## src/rtl/uart_boot_loader_ctrl.sv

```systemverilog
// Assembles little-endian UART bytes into 32-bit words and writes them to instruction memory, holding the core in reset until a full image is loaded.
// Each write strobe appears the cycle after a word's 4th byte. There is no backpressure: every byte is taken, except while in DONE or when it coincides with a BREAK.
module uart_boot_loader_ctrl #(
  parameter int WORDS       = 32,
  parameter int AW          = 5,
  parameter int TIMEOUT_CYC = 1000000
) (
  input  logic          clk,
  input  logic          resetn,
  input  logic          uart_rx_valid,
  input  logic [7:0]    uart_rx_data,
  input  logic          uart_rx_break,
  output logic          uart_rx_en,
  output logic          imem_we,
  output logic [AW-1:0] imem_addr,
  output logic [31:0]   imem_wdata,
  output logic          cpu_resetn,
  output logic          write_done,
  output logic          load_error
);

  localparam int            TW        = $clog2(TIMEOUT_CYC + 1);
  localparam logic [TW-1:0] TMO_MAX   = TW'(TIMEOUT_CYC);
  localparam logic [AW-1:0] LAST_ADDR = AW'(WORDS - 1);

  typedef enum logic [1:0] {IDLE, LOAD, COMMIT, DONE} state_t;

  state_t        state_q, state_d;
  logic [1:0]    byte_cnt_q, byte_cnt_d;
  logic [AW-1:0] word_cnt_q, word_cnt_d;
  logic [TW-1:0] tmo_q, tmo_d;
  logic [31:0]   word_q, word_d;
  logic          rx_en_q, rx_en_d;
  logic          we_q, we_d;
  logic [AW-1:0] addr_q, addr_d;
  logic [31:0]   wdata_q, wdata_d;
  logic          cpu_resetn_q, cpu_resetn_d;
  logic          done_q, done_d;
  logic          err_q, err_d;

  always_comb begin
    state_d    = state_q;
    byte_cnt_d = byte_cnt_q;
    word_cnt_d = word_cnt_q;
    tmo_d      = tmo_q;
    word_d     = word_q;
    addr_d     = addr_q;
    wdata_d    = wdata_q;
    err_d      = err_q;

    case (state_q)
      IDLE: state_d = LOAD;

      LOAD: begin
        if (uart_rx_break) begin
          byte_cnt_d = 2'd0;
          word_cnt_d = '0;
          tmo_d      = '0;
          err_d      = 1'b1;
        end else if (uart_rx_valid) begin
          word_d[{byte_cnt_q, 3'b000} +: 8] = uart_rx_data;
          tmo_d = '0;
          if (byte_cnt_q == 2'd3) begin
            byte_cnt_d = 2'd0;
            state_d    = COMMIT;
            addr_d     = word_cnt_q;
            wdata_d    = word_d;
          end else begin
            byte_cnt_d = byte_cnt_q + 2'd1;
          end
        end else if (byte_cnt_q == 2'd0) begin
          tmo_d = '0;
        end else if (tmo_q == TMO_MAX) begin
          // Sender stalled mid-word: drop the partial word, keep the address.
          byte_cnt_d = 2'd0;
          tmo_d      = '0;
        end else begin
          tmo_d = tmo_q + 1'b1;
        end
      end

      COMMIT: begin
        if (uart_rx_break) begin
          state_d    = LOAD;
          byte_cnt_d = 2'd0;
          word_cnt_d = '0;
          tmo_d      = '0;
          err_d      = 1'b1;
        end else begin
          word_cnt_d = word_cnt_q + 1'b1;
          if (word_cnt_q == LAST_ADDR) begin
            state_d = DONE;
            err_d   = 1'b0;
          end else begin
            state_d = LOAD;
            // A byte landing during the write cycle opens the next word.
            if (uart_rx_valid) begin
              word_d[7:0] = uart_rx_data;
              byte_cnt_d  = 2'd1;
              tmo_d       = '0;
            end
          end
        end
      end

      DONE: begin
        if (uart_rx_break) begin
          state_d    = LOAD;
          byte_cnt_d = 2'd0;
          word_cnt_d = '0;
          tmo_d      = '0;
        end
      end

      default: state_d = IDLE;
    endcase

    rx_en_d      = (state_d != IDLE);
    we_d         = (state_d == COMMIT);
    cpu_resetn_d = (state_d == DONE);
    done_d       = (state_d == DONE);
  end

  always_ff @(posedge clk or negedge resetn) begin
    if (!resetn) begin
      state_q      <= IDLE;
      byte_cnt_q   <= 2'd0;
      word_cnt_q   <= '0;
      tmo_q        <= '0;
      word_q       <= '0;
      rx_en_q      <= 1'b0;
      we_q         <= 1'b0;
      addr_q       <= '0;
      wdata_q      <= '0;
      cpu_resetn_q <= 1'b0;
      done_q       <= 1'b0;
      err_q        <= 1'b0;
    end else begin
      state_q      <= state_d;
      byte_cnt_q   <= byte_cnt_d;
      word_cnt_q   <= word_cnt_d;
      tmo_q        <= tmo_d;
      word_q       <= word_d;
      rx_en_q      <= rx_en_d;
      we_q         <= we_d;
      addr_q       <= addr_d;
      wdata_q      <= wdata_d;
      cpu_resetn_q <= cpu_resetn_d;
      done_q       <= done_d;
      err_q        <= err_d;
    end
  end

  assign uart_rx_en = rx_en_q;
  assign imem_we    = we_q;
  assign imem_addr  = addr_q;
  assign imem_wdata = wdata_q;
  assign cpu_resetn = cpu_resetn_q;
  assign write_done = done_q;
  assign load_error = err_q;

endmodule

```

## config.mk

```make
export PLATFORM = sky130hd
export DESIGN_NAME = uart_boot_loader_ctrl
export DESIGN_NICKNAME = d
export VERILOG_FILES = /design/src/rtl/uart_boot_loader_ctrl.sv
export SDC_FILE = /design/constraint.sdc
export NUM_CORES = 1
export LEC_CHECK = 0
export ABC_AREA = 1
export CAP_MARGIN = 20
export CORE_MARGIN = 2
export CORE_UTILIZATION = 35
export CTS_BUF_LIST = sky130_fd_sc_hd__clkbuf_4 sky130_fd_sc_hd__clkbuf_8
export CTS_CLUSTER_SIZE = 40
export DETAILED_ROUTE_END_ITERATION = 8
export PLACE_DENSITY = 0.57
export SETUP_SLACK_MARGIN = 0.4
export SKIP_LAST_GASP = 1
export SLEW_MARGIN = 20
export SYNTH_ARGS = -nofsm -noshare
export SYNTH_HDL_FRONTEND = slang
export SYNTH_SLANG_ARGS = --single-unit
```

## constraint.sdc

```tcl
create_clock -name clk -period 1.8 [get_ports clk]
set_clock_uncertainty 0.1 [all_clocks]
set_input_delay 0.54 -clock clk [delete_from_list [all_inputs] [get_ports clk]]
set_output_delay 0.54 -clock clk [all_outputs]
set_load 0.02 [all_outputs]
```

; ---- Yosys cells after proc, flatten, opt, wreduce, memory -nomap -nowiden
; Cells that the tools add are included.
[totals]
ff_bits = 102
input_bits = 12
output_inout_bits = 42
word_cells = 94
[classes]
add_sub_neg = 4
eq_ne = 21
n_shift = 2
mux = 40
bitwise = 1
n_reduce_logical = 14
[op_table]
columns = operator, n
row1 = $mux W20, 8
row2 = $pmux W20 S3, 1
row3 = $mux W8, 5
row4 = $bwmux W32, 1
row5 = $shift A8 B7 Y32 const A, 1
row6 = $shiftx A8 B7 Y32, 1
row7 = $mux W2, 15
row8 = $add A20 B1 Y20 const B, 1
row9 = $eq A20 B20 Y1 const B, 1
row10 = $pmux W8 S2, 1
row11 = $ne A2 B2 Y1 const B, 7
row12 = $reduce_and A6 Y1, 2
row13 = $eq A2 B2 Y1 const B, 5
row14 = $mux W5, 2
row15 = $pmux W5 S2, 1
row16 = $ne A3 B3 Y1 const B, 3
row17 = $ne A4 B4 Y1 const B, 2
row18 = $pmux W2 S4, 1
row19 = $reduce_and A4 Y1, 2
row20 = $neg A5 Y7, 1
row21 = $pmux W2 S3, 1
row22 = $reduce_and A3 Y1, 2
row23 = $reduce_bool A2 Y1, 3
row24 = $add A5 B1 Y5 const B, 1
row25 = 11 further kinds, 14

; ---- Depth between registers and ports, before layout
[depth]
word_depth = 6
ltp_mapped = 13
mapped_depth_nobuf = 12

; ---- Least setup slack after synthesis
; Ideal clock, no wire load.
[synth_path]
kind = reg2reg
from = reg word_cnt_q[0]
to = reg word_q[6]
setup_ns = 0.121
arrival_time_ns = 1.679
t_required_ns = 1.579
setup_slack_ns = -0.100
path_stages_with_launch = 11
n_path_buf = 1
period_less_slack_ns = 1.900
cell_sequence = dfrtp_1 -> ha_1 -> nand2_1 -> nor2_1 -> ha_1 -> nand2_1 -> o21ai_0 -> nor2_4 -> buf_4 -> nand2_1 -> o22a_1
[synth_via]
elab_chain_len = 3
[synth_rtl]
columns = element, line_no
row1 = start: declaration, 30  ; logic [AW-1:0] word_cnt_q, word_cnt_d;
row2 = start signal: assignment, 141  ; word_cnt_q <= word_cnt_d;
row3 = $eq A5 B5 Y1, 91  ; if (word_cnt_q == LAST_ADDR) begin
row4 = $ne A2 B2 Y1 (no line), --
row5 = $reduce_and A6 Y1 (no line), --
row6 = end signal: assignment, 143  ; word_q <= word_d;
row7 = end: declaration, 32  ; logic [31:0] word_q, word_d;
; Every way passes these cells.
; A chain may end at the register's enable or synchronous reset.

; ---- Worst setup path after layout
[layout_path]
from = reg word_cnt_q[0]
to = reg word_q[3]
; The elaborated chain is that of the path after synthesis.

==> flow_summary.ini <==
[run_status]
outcome = finished, violations left
failed_checks = negative setup slack

[sta]
maxSlewHeadroom = 0.776
fin_crit_ps = 1840
fin_setup_tns_ps = -154
fin_ws_ps = -42.9
fmax_mhz = 543
hold_ws_ps = 424
rsz0062_at_grt = yes
worst_slew_pin_slew_ps = 336
finalSetupViolations = 9
finalMaxSlewViolations = 0
final.period_utilization = 1.02
hold_viol = 0

[drt]
via_per_inst = 4.87
wl_per_cell_microns = 15.0
firstDrtPassIters = 4
vias = 4893
wl_microns = 15100
drtIter0Drc = 330
ant_nets = 0
drc = 0

[power]
p_per_area_nw_per_um2 = 1110
intPower_w = 0.00537
leakagePower_nw = 3.91
sequentialPowerShare = 0.342
switchingPower_w = 0.00358
swShare = 0.400
pwr-share-comb = 0.502
clkPwrFrac = 0.156
peakVddDrop_uv = 791

[place]
place_inst = 927
dp_hpwl_microns = 9720
gp_congestion = 0.902
place_area_sq_um = 6570
place_ws_ps = -488
port_buffers = 53

[finish]
design_area_sq_um = 8030
antenna_cells = 0
drive_gt1_frac = 0.416
syn2layout_area_growth_pct = 53.1
final_common_cell = nand2_1
instances_no_fill = 1004
final_cell_mix = 134 x nand2_1, 100 x dfrtp_1, 78 x buf_4
final_nets = 841

[floorplan]
rows = 44
die_w_microns = 126
ios = 54
dieArea_sq_um = 16000
core_area_sq_um = 14600
start_util = 0.359
die_height_microns = 126

[clocking]
max-clock-path-buffers = 2
ctsHtreeMaxLevel = 3
clk_pin_slew_ps = 100
clock_sinks = 102
cts_root_buf = clkbuf_8
numCtsBuffers = 9
clk_latency_ps = 390
cts_tree = built

[critical_path]
worstSetupEndpointType = register
crit_path_max_fanout = 7
crit_slowest_cell = dfrtp_1
cp_common_cell = nor2_4
r2r_setup_slack_ps = -40
rr_startpoint = word_cnt_q[0]
path_buf_inv = 1
crit_arrival_ps = 2030
ff2ff_path_depth = 10
cp-start-kind = register
required_ps = 1980
crit_path_cell_trace = ha_2 > nand2_2 > nor2_4 > ha_4 > buf_4 > nand2_4 > o21ai_4 > nor2_4 > nand2_1 > o22a_1
max_stage_delay_ps = 400
r2r-end = word_q[3]
critical_path.top_delay_family = simple AND/OR/NAND/NOR gates
path_class = register to register

[yosys]
synth_cells = 666
synth_warnings = 0
synth_seq_cells = 102
syn-num-nets = 692
synthDistinctLibCells = 33
synth_area_per_cell_sq_um = 7.87
yosysSeqAreaShare = 0.487
syn-cell-area_sq_um = 5240

[grt]
grt_max_degree = 40
grt_pass1_wl_microns = 22500
track_usage = 0.175
grt_pass1_vias = 4498
antenna_found_initial = 0
grt_overflow = 0

[worst_hold_path]
hold_path.class = register to register
min_from = word_q[3]
min_to = word_q[3]
min_path_cells = 1

[job]
max_cap_viol_count = 0
[final cells by class]
type,count,area [sq um]
Inverter,83,348
Multi-Input combinational cell,458,2980
Clock inverter,7,57.6
Fill cell,1294,6560
Timing Repair Buffer,160,1730
Sequential cell,102,2550
Tap cell,184,230
Clock buffer,9,124
Timing Repair inverter,1,8.76
[cells in the mapped netlist (all sizes together)]
cell type	instances	area (sq um)
nand2	214	826
dfrtp	102	2550
inv	83	317
nor2	72	322
o21ai	50	258
nand3	35	175
o22ai	26	163
a21oi	20	100
buf	17	129
ha	14	175
clkbuf	7	26.3
o22a	7	61.3
nand4	6	37.5
nor3	6	46.3
or2	2	12.5
xor2	2	17.5
a21o	1	7.51
a31oi	1	6.26
o211ai	1	12.5
[registers in the layout, summed over array words and instances (netlist names)]
name	flops
imem_we	1
word_q	32
write_done	1
word_cnt_q	5
state_q	2
load_error	1
uart_rx_en	1
imem_addr	5
byte_cnt_q	2
tmo_q	20
imem_wdata	32
[power by group through the flow]
stage | Combinational [W] | Clock (W) | Sequential (W)
3_3_place_gp | 0.00344 | 0 | 0.00304
3_5_place_dp | 0.00352 | 0 | 0.00306
4_1_cts | 0.00378 | 0.00144 | 0.00304
5_1_grt | 0.00487 | 0.00154 | 0.00311
6_report | 0.00449 | 0.00139 | 0.00306
2_1_floorplan | 0.00210 | 0 | 0.00322
[metrics by stage]
stage / util / total power, W
after floorplan: - / 0.00532
after global placement: 0.450 / 0.00649
after detailed placement: 0.450 / 0.00658
after CTS: 0.485 / 0.00826
after global routing: 0.550 / 0.00952
final: 0.550 / 0.00894
[layer usage]
layer | part of all wire | global-route usage | vias to the layer above | wire length (microns)
li1 | - | - | 2433 | -
met1 | 0.46 | 0.242 | 2346 | 6900
met2 | 0.48 | 0.274 | 99 | 7270
met3 | 0.047 | 0.0451 | 15 | 709
met4 | 0.013 | 0.0478 | 0 | 191
met5 | 0 | 0 | - | 0
[worst max-delay path by stage]
stage                        startpoint   endpoint  slack [ps]  cells past startpoint
after floorplan           word_cnt_q[0]  tmo_q[18]          40                     10
after global placement    uart_rx_break  tmo_q[17]        -460                     11
after detailed placement  uart_rx_break  tmo_q[14]        -490                      9
after CTS                 word_cnt_q[0]  tmo_q[18]         -90                     11
after global routing      word_cnt_q[0]  tmo_q[17]        -140                     12
final                     word_cnt_q[0]  word_q[3]         -40                     10
[cells by family after synthesis]
kind of cell	synth area share
flops	0.487
xor+xnor	0.00334
simple gates	0.271
buf+inv	0.0900
fa+ha+maj	0.0334
compound gates	0.116
[repair_timing]
| item | CTS | global route |
|---|---|---|
| buffers inserted | 23 | 23 |
| hold endpoints to repair | 5 | 0 |
| resized for setup | 259 | 171 |
| pin swaps | 18 | 44 |
| gates cloned | 2 | 12 |
| endpoints found under the setup margin | 144 | 148 |
| hold buffers | 1 | 0 |
(Power assumes the default switching activity.)
